### src/rtl/random_pkg.sv
// Shared definitions for the 16-bit Fibonacci LFSR random source.
package random_pkg;

  localparam int LFSR_W = 16;

  typedef logic [LFSR_W-1:0] lfsr_t;

  localparam lfsr_t LFSR_SEED_DEFAULT = 16'hACE1;
  localparam lfsr_t LFSR_TAPS_16      = 16'h002D;

  // Right shift with the XOR of the tapped bits entering at the MSB.
  function automatic lfsr_t lfsr_next(lfsr_t s, lfsr_t taps);
    return {^(s & taps), s[LFSR_W-1:1]};
  endfunction

endpackage

### src/rtl/random_lfsr.sv
// Free-running 16-bit maximal-length Fibonacci LFSR; output is the registered state.
// Optional lock-up recovery from the all-zero state: define RANDOM_LFSR_LOCKUP_GUARD_EN.
module random_lfsr
  import random_pkg::*;
#(
  parameter int    WIDTH = LFSR_W,
  parameter lfsr_t SEED  = LFSR_SEED_DEFAULT,
  parameter lfsr_t TAPS  = LFSR_TAPS_16
) (
  input  logic             clk,
  input  logic             rst,
  output logic [WIDTH-1:0] random
);

  if (WIDTH != LFSR_W) begin : g_width_check
    $error("random_lfsr: only WIDTH=16 is supported");
  end

`ifndef RANDOM_LFSR_LOCKUP_GUARD_EN
  if (SEED == '0) begin : g_seed_check
    $error("random_lfsr: SEED must be non-zero (all-zero state is a fixed point)");
  end
`endif

  lfsr_t state;
  lfsr_t next_state;

`ifdef RANDOM_LFSR_LOCKUP_GUARD_EN
  // A zero seed cannot be used as the recovery value, so fall back to 1.
  localparam lfsr_t GUARD_RELOAD = (SEED == '0) ? lfsr_t'(1) : SEED;
`endif

  // NOTE: assign a default first so every path writes next_state and no latch is inferred.
  always_comb begin
    next_state = lfsr_next(state, TAPS);
`ifdef RANDOM_LFSR_LOCKUP_GUARD_EN
    if (state == '0) begin
      next_state = GUARD_RELOAD;
    end
`endif
  end

  // NOTE: non-blocking assignment so every flop samples pre-edge values.
  always_ff @(posedge clk) begin
    if (rst) begin
      state <= SEED;
    end else begin
      state <= next_state;
    end
  end

  assign random = state;

endmodule

### config.mk
export PLATFORM = sky130hd
export DESIGN_NAME = random_lfsr
export DESIGN_NICKNAME = d
export VERILOG_FILES = /design/src/rtl/random_pkg.sv /design/src/rtl/random_lfsr.sv
export SDC_FILE = /design/constraint.sdc
export NUM_CORES = 1
export LEC_CHECK = 0
export ABC_AREA = 1
export CAP_MARGIN = 20
export CORE_AREA = 2 2 40 42
export CTS_BUF_LIST = sky130_fd_sc_hd__clkbuf_4
export CTS_CLUSTER_DIAMETER = 100
export CTS_CLUSTER_SIZE = 30
export DETAILED_ROUTE_END_ITERATION = 16
export DIE_AREA = 0 0 42 44
export GPL_TIMING_DRIVEN = 0
export MAX_ROUTING_LAYER = met4
export PLACE_DENSITY = 0.73
export SLEW_MARGIN = 5
export SYNTH_ARGS = -nofsm -noshare
export SYNTH_HDL_FRONTEND = slang
export SYNTH_SLANG_ARGS = --single-unit
### constraint.sdc
create_clock -name clk -period 0.99 [get_ports clk]
set_input_delay 0.198 -clock clk [delete_from_list [all_inputs] [get_ports clk]]
set_output_delay 0.198 -clock clk [all_outputs]
set_load 0.02 [all_outputs]
=== Yosys cells after proc, flatten, opt, wreduce, memory -nomap -nowiden ===
Index checks and enable logic that the tools add are counted.

* Logic and storage cells: 2
* Memory bits (read-only): 0
* Flip-flop bits (word level): 16
* Input port bits: 2
* Latch bits: 0
* Bits in writable memories: 0
* Memories: 0
* Output and inout port bits: 16

* $mul: 0
* Add/subtract/negate cells: 0
* Reductions and logical operators: 1
* Multiplexer cells: 0
* Bitwise logic cells: 0
* $lt $le $gt $ge: 0
* Shift operators: 0
* Eq/ne operators: 0
* Divide/modulo/power cells: 0

{| class="wikitable"
|+ Operators with widths
! cell !! number
|-
| XOR reduction 16 bit || 1
|}

=== Longest topological paths before layout ===
Gate-level depths: netlist (run 1).

* Depth after elaboration: 1
* Depth in mapped cells: 5
* Depth with buffers taken out: 5

=== Least setup slack after synthesis (run 1) ===
OpenSTA, ideal clock, no wires.

* Kind: register to register
* Start: register state[0] (netlist: random[0])
* End: register state[15] (netlist: random[15])
* Clock period less this slack: 0.863 ns
* Path slack: 0.127 ns
* Data required time: 0.871 ns
* Cell stages (with the launch flop): 6
* Arrival: 0.744 ns
* Cells stage by stage: dfxtp_1 inv_1 nand2_1 nand2_1 nand2_1 nand3_1

* Cells in the longest elaborated chain, start to end: 1

{| class="wikitable"
|+ Ends and longest elaborated chain
! item !! line !! text
|-
| start, declared || random_lfsr.sv:25 || <nowiki>lfsr_t state;</nowiki>
|-
| start signal, assigned || random_lfsr.sv:48 || <nowiki>state <= next_state;</nowiki>
|-
| XOR reduction 16 bit || random_pkg.sv:13 || <nowiki>return {^(s & taps), s[LFSR_W-1:1]};</nowiki>
|}

No other way between the ends.
A chain may end at the register's enable or synchronous reset.

=== Worst setup path in the final report (run 1) ===
* Start: register state[0] (netlist: random[0])
* End: output random[0]

{| class="wikitable"
|+ RTL lines
! item !! line !! text
|-
| end, declared || random_lfsr.sv:12 || <nowiki>output logic [WIDTH-1:0] random</nowiki>
|}

No word-level cell between the ends.

==> flow_metrics.py, run 1 <==
metrics = {
    "critical_path": {
        "worst-r2r-cell-count": 6,
        "crit_family": "flip-flops",
        "arrival_ns": 0.76,
        "cp-start-kind": "register",
        "crit_buf_inv": 1,
        "required_ns": 0.79,
        "critPathKind": "reg2out",
        "end_kind": "output port",
        "path_cells": "buf_6",
        "reg2reg_slack_ns": 0.12,
        "reg2reg_from": "random[5]",
        "slowest_stage": "dfxtp_2",
        "timing.rr.end": "random[15]",
        "crit_path_max_fanout": 4,
        "cpPeakStageDelay_ns": 0.36,
    },
    "clocking": {
        "cts_inserted_buffers": 3,
        "cts.sink_count": 16,
        "cts_hold_buf": 0,
        "clk_pin_slew_ns": 0.09,
        "cts_root_buffer": "clkbuf_4",
        "clock_path_buffers": 2,
        "clkLatencyLatePin_ns": 0.28,
        "cts_tree": "built",
        "h-tree-depth": 1,
    },
    "drt": {
        "wl_um": 933,
        "first_iter_violations": 3,
        "wire_per_inst_um": 9.72,
        "drcViolationCount": 0,
        "vias": 414,
        "drtPass1Iterations": 3,
        "ant_nets": 0,
        "avgViaCountPerCell": 4.31,
    },
    "job": {
        "cap_violations": 0,
    },
    "logic_synthesis": {
        "syn_inst": 72,
        "yosys_warnings": 0,
        "syn_area_um2": 613,
        "synth-seq-area-share_pct": 52.2,
        "synth_seq_cells": 16,
        "postSynthAreaPerCell_um2": 8.52,
        "yosysUniqueCellTypes": 8,
        "synth_nets": 74,
    },
    "die": {
        "io_pins": 18,
        "fp.dieW_um": 42,
        "rows": 14,
        "coreArea_um2": 1420,
        "die_height_um": 44,
        "start_util_pct": 43.2,
        "dieArea_um2": 1850,
    },
    "layout": {
        "fillCellCount": 143,
        "syn_to_final_growth_pct": 26.5,
        "fin_nets": 84,
        "largest_reg_flops": 16,
        "diodes": 0,
        "fin_cells": 96,
        "drive_above_1_share_pct": 48.8,
    },
    "sta": {
        "min_period_ns": 0.955,
        "min_period_over_period_pct": 96.5,
        "setup_viol": 0,
        "slew_violations": 0,
        "worstMarginPinSlew_ns": 0.214,
        "hold_slack_ns": 0.429,
        "fmax_mhz": 1050,
        "hold_violations": 0,
        "rsz0062_at_grt": "yes",
        "skew_ns": 0.00244,
        "relSlewSlack_pct": 85.7,
    },
    "placement": {
        "io_buffers": 17,
        "post-dp-hpwl_um": 700,
        "dp.cells": 105,
        "globalplace.congestion": 0.677,
    },
    "power_and_ir_drop": {
        "ir_worst_vdd_mv": 0.836,
        "p_leak_nw": 0.395,
        "p_per_area_nw_per_um2": 1640,
    },
    "global_routing": {
        "grt.total_usage_pct": 12.2,
        "grt_pass1_vias": 406,
        "grt_max_degree": 11,
        "grt_pass1_wl_um": 1590,
        "antenna_found_initial": 0,
        "overflow": 0,
    },
    "worst_hold_path": {
        "hold_class": "reg2reg",
        "hold_path_depth": 2,
        "worstHoldStart": "random[9]",
        "worst_hold_path.endpoint": "random[8]",
    },
    "outcome": {
        "outcome": "completed",
    },
}
cell usage in the layout (no fill, tap or decap), drive strengths merged:
cell type      count
buf               20
nor2               8
clkbuf             3
or2                7
dfxtp             16
nand3              1
nand2             14
inv               10
clkdlybuf4s50      1
logic make-up (layout without fill, tap and decap cells):
kind of cell  after synthesis  count (layout)  synth area share (%)
flops                      16              16                  52.2
simple gates               30              30                  21.4
buf+inv                    26              34                  26.3
worst max-delay path by stage:
| stage | startpoint | end | slack (ns) | cells past startpoint |
|---|---|---|---|---|
| global placement | random[3] | random[3] | -0.26 | 2 |
| detailed placement | random[5] | random[5] | -0.28 | 2 |
| global route | random[0] | random[0] | -0.0003 | 1 |
| CTS | random[0] | random[0] | 0.01 | 1 |
| finish | random[0] | random[0] | 0.04 | 1 |
| floorplan | random[0] | random[15] | 0.13 | 5 |
where the power goes:
group	internal [mW]	switching, mW	total [mW]
combinational	0.110	0.104	0.214
clock	0.141	0.193	0.334
sequential	0.693	0.0280	0.721
timing repair:
action                     in CTS  in global routing
resized for setup             111                  1
buffers inserted                3                  0
setup endpoints to repair      16                  1
cloned                          0                  0
stage by stage:
step | utilization (%) | area (µm²) | TNS (ns) | total power [mW] | setup WS, ns
5_1_grt | 54.7 | 776 | -0.000263 | 1.33 | -0.000263
4_1_cts | 54.4 | 772 | 0 | 1.28 | 0.0119
3_5_place_dp | 56.6 | 803 | -5.32 | 0.971 | -0.278
3_3_place_gp | 56.6 | 803 | -5.22 | 0.967 | -0.256
6_report | 54.7 | 776 | 0 | 1.27 | 0.0350
2_1_floorplan | - | 613 | 0 | 0.874 | 0.127
Yosys cell counts:
cell type | n | area share, %
dfxtp_1 | 16 | 52
nand2_1 | 14 | 8.6
nor2_1 | 8 | 4.9
or2_1 | 7 | 7.1
inv_1 | 10 | 6.1
nand3_1 | 1 | 0.82
buf_4 | 15 | 18
buf_6 | 1 | 1.8
routing by layer:
layer  vias up  wire length [µm]  global-route usage [%]
li1        211                 -                       -
met1       190               413                    14.8
met2        11               450                    18.1
met3         2                61                    2.92
met4         0                 6                    7.74
met5         -                 0                       -
area by class of cell:
type                            instances  area (µm²)  share of cell area, %
Timing Repair Buffer                   20         213                   27.4
Sequential cell                        16         340                   43.9
Tap cell                               16        20.0                   2.58
Multi-Input combinational cell         30         131                   16.9
Clock buffer                            3        22.5                   2.90
Inverter                               10        37.5                   4.84
Buffer                                  1        11.3                   1.45
Power figures use the tool's default switching activity.
==> inputs of run 2 (changes only) <==
Settings changed: CORE_AREA 2 2 40 42 to 2 2 45 43, CTS_CLUSTER_SIZE 30 to not set, DIE_AREA 0 0 42 44 to 0 0 47 45, PLACE_DENSITY 0.73 to 0.64, TNS_END_PERCENT set to 30.
==> run 2 against run 1 <==
  * The run now ends with negative setup slack left
  * Power up 5.3%
  * Sequential power about the same
  * Critical path type unchanged
  * Worst hold slack better by 0.0015 ns
  * Via count up 4.8%
  * Cell count up 19%
  * Largest power group unchanged
  * Register-to-register slack about the same
==> flow_metrics.py, run 2 (same netlist as run 1, synthesis figures left out) <==
metrics = {
    "drt": {
        "avgViaCountPerCell": 3.81,
        "ant_nets": 0,
        "wl_um": 999,
        "drcViolationCount": 0,
        "drtPass1Iterations": 3,
        "first_iter_violations": 7,
        "vias": 434,
        "wire_per_inst_um": 8.76,
    },
    "power_and_ir_drop": {
        "switchingPower_mw": 0.342,
        "p_per_area_nw_per_um2": 1500,
        "p_clk_share_pct": 25.7,
        "seqPwrFrac_pct": 54.0,
        "p_leak_nw": 0.451,
        "ir_worst_vdd_mv": 0.787,
        "power_mw": 1.34,
        "internal_power_mw": 0.995,
        "sw_frac_of_total_pct": 25.6,
        "combPwrFrac_pct": 20.3,
    },
    "layout": {
        "fin_util_pct": 55.3,
        "largest_reg_flops": 16,
        "syn_to_final_growth_pct": 45.3,
        "drive_above_1_share_pct": 53.3,
        "multi_input_area_um2": 131,
        "fillCellCount": 146,
        "design_area_um2": 891,
        "layout_common_cells": "buf_6, dfxtp_2, nand2_1",
        "diodes": 0,
        "fin_nets": 93,
        "final_common_cell": "buf_6",
        "seq_area_um2": 340,
    },
    "critical_path": {
        "arrival_ns": 0.83,
        "slowest_stage": "dfxtp_2",
        "crit_path_frequent_cell": "buf_6",
        "end_kind": "output port",
        "critPathKind": "reg2out",
        "worst-r2r-cell-count": 6,
        "timing.rr.end": "random[15]",
        "required_ns": 0.79,
        "cp-start-kind": "register",
        "path_cells": "buf_6 -> buf_6",
        "reg2reg_from": "random[5]",
        "reg2reg_slack_ns": 0.12,
        "crit_start": "random[6]",
        "crit_path_max_fanout": 2,
        "critPathCapture": "random[6]",
        "cpPeakStageDelay_ns": 0.33,
    },
    "global_routing": {
        "grt_max_degree": 11,
        "grt_use_met3_pct": 3.20,
        "antenna_found_initial": 0,
        "overflow": 0,
        "grt.total_usage_pct": 11.2,
        "grt_pass1_vias": 420,
        "grt_busiest_layer": "met2",
        "use_met2_pct": 16.2,
        "use_met1_pct": 13.8,
        "grt_pass1_wl_um": 1650,
    },
    "die": {
        "rows": 14,
        "io_pins": 18,
        "start_util_pct": 38.0,
        "coreArea_um2": 1610,
        "fp.dieW_um": 47,
        "dieArea_um2": 2120,
        "die_height_um": 45,
    },
    "outcome": {
        "violations": "negative setup slack",
        "outcome": "complete, but fails checks",
    },
    "sta": {
        "slew_violations": 0,
        "min_period_over_period_pct": 104,
        "hold_slack_ns": 0.430,
        "hold_violations": 0,
        "setup_tns_ns": -0.341,
        "relSlewSlack_pct": 85.8,
        "fmax_mhz": 968,
        "rsz0062_at_grt": "yes",
        "min_period_ns": 1.03,
        "skew_ns": 0.00843,
        "worstMarginPinSlew_ns": 0.212,
        "setup_viol": 9,
        "worst_slack_ns": -0.0428,
    },
    "placement": {
        "io_buffers": 17,
        "globalplace.congestion": 0.661,
        "post-dp-hpwl_um": 662,
        "placed_area_um2": 813,
    },
    "clocking": {
        "h-tree-depth": 1,
        "clk_pin_slew_ns": 0.10,
        "cts_inserted_buffers": 3,
        "clkLatencyLatePin_ns": 0.28,
        "cts_hold_buf": 0,
        "cts.sink_count": 16,
        "cts_root_buffer": "clkbuf_4",
        "cts_tree": "built",
        "clock_path_buffers": 2,
    },
    "worst_hold_path": {
        "hold_class": "reg2reg",
    },
    "job": {
        "cap_violations": 0,
    },
}
==> run 2: timing repair <==
| action | CTS | global route |
|---|---|---|
| gates resized for setup | 124 | 0 |
| gates cloned | 0 | 0 |
| setup buffers | 3 | 0 |
| endpoints found under the setup margin | 16 | 13 |
==> run 2: layout make-up <==
type | count | share of cell area [%]
sequential | 16 | 38.2
inverter | 10 | 4.21
clock buffer | 3 | 2.53
multi-input combinational | 30 | 14.7
clock inverter | 1 | 0.421
tap | 24 | 3.37
buffer | 10 | 12.6
timing repair buffer | 20 | 23.9
==> run 2: per-layer routing <==
| layer | part of all wire, % | vias to the layer above |
|---|---|---|
| li1 | - | 227 |
| met4 | 0.40 | 0 |
| met1 | 45 | 192 |
| met3 | 7.6 | 2 |
| met5 | 0 | - |
| met2 | 47 | 13 |
==> run 2: critical path, delay by kind of cell (launching register included) <==
kind     cells  cell delay, ns
flops        1            0.33
buf+inv      2            0.22
==> run 2: metrics by stage <==
step                setup slack [ns]  cells
global placement              -0.262    113
detailed placement            -0.273    113
floorplan                      0.127     72
global route                 -0.0747    114
CTS                          -0.0601    117
finish                       -0.0428    114
==> run 2: power groups by stage <==
stage	sequential [mW]	clock, mW	combinational [mW]
2_1_floorplan	0.720	0	0.154
3_3_place_gp	0.722	0	0.245
3_5_place_dp	0.723	0	0.247
4_1_cts	0.722	0.360	0.288
5_1_grt	0.728	0.375	0.290
6_report	0.722	0.344	0.271
==> run 2: worst min path at each step <==
stage               slack, ns  cells after the start  startpoint    endpoint
floorplan                0.30                      1         rst   random[0]
global placement         0.41                      1   random[7]   random[6]
detailed placement       0.41                      2  random[13]  random[12]
CTS                      0.43                      2  random[10]   random[9]
global route             0.45                      2  random[10]   random[9]
finish                   0.43                      2  random[10]   random[9]
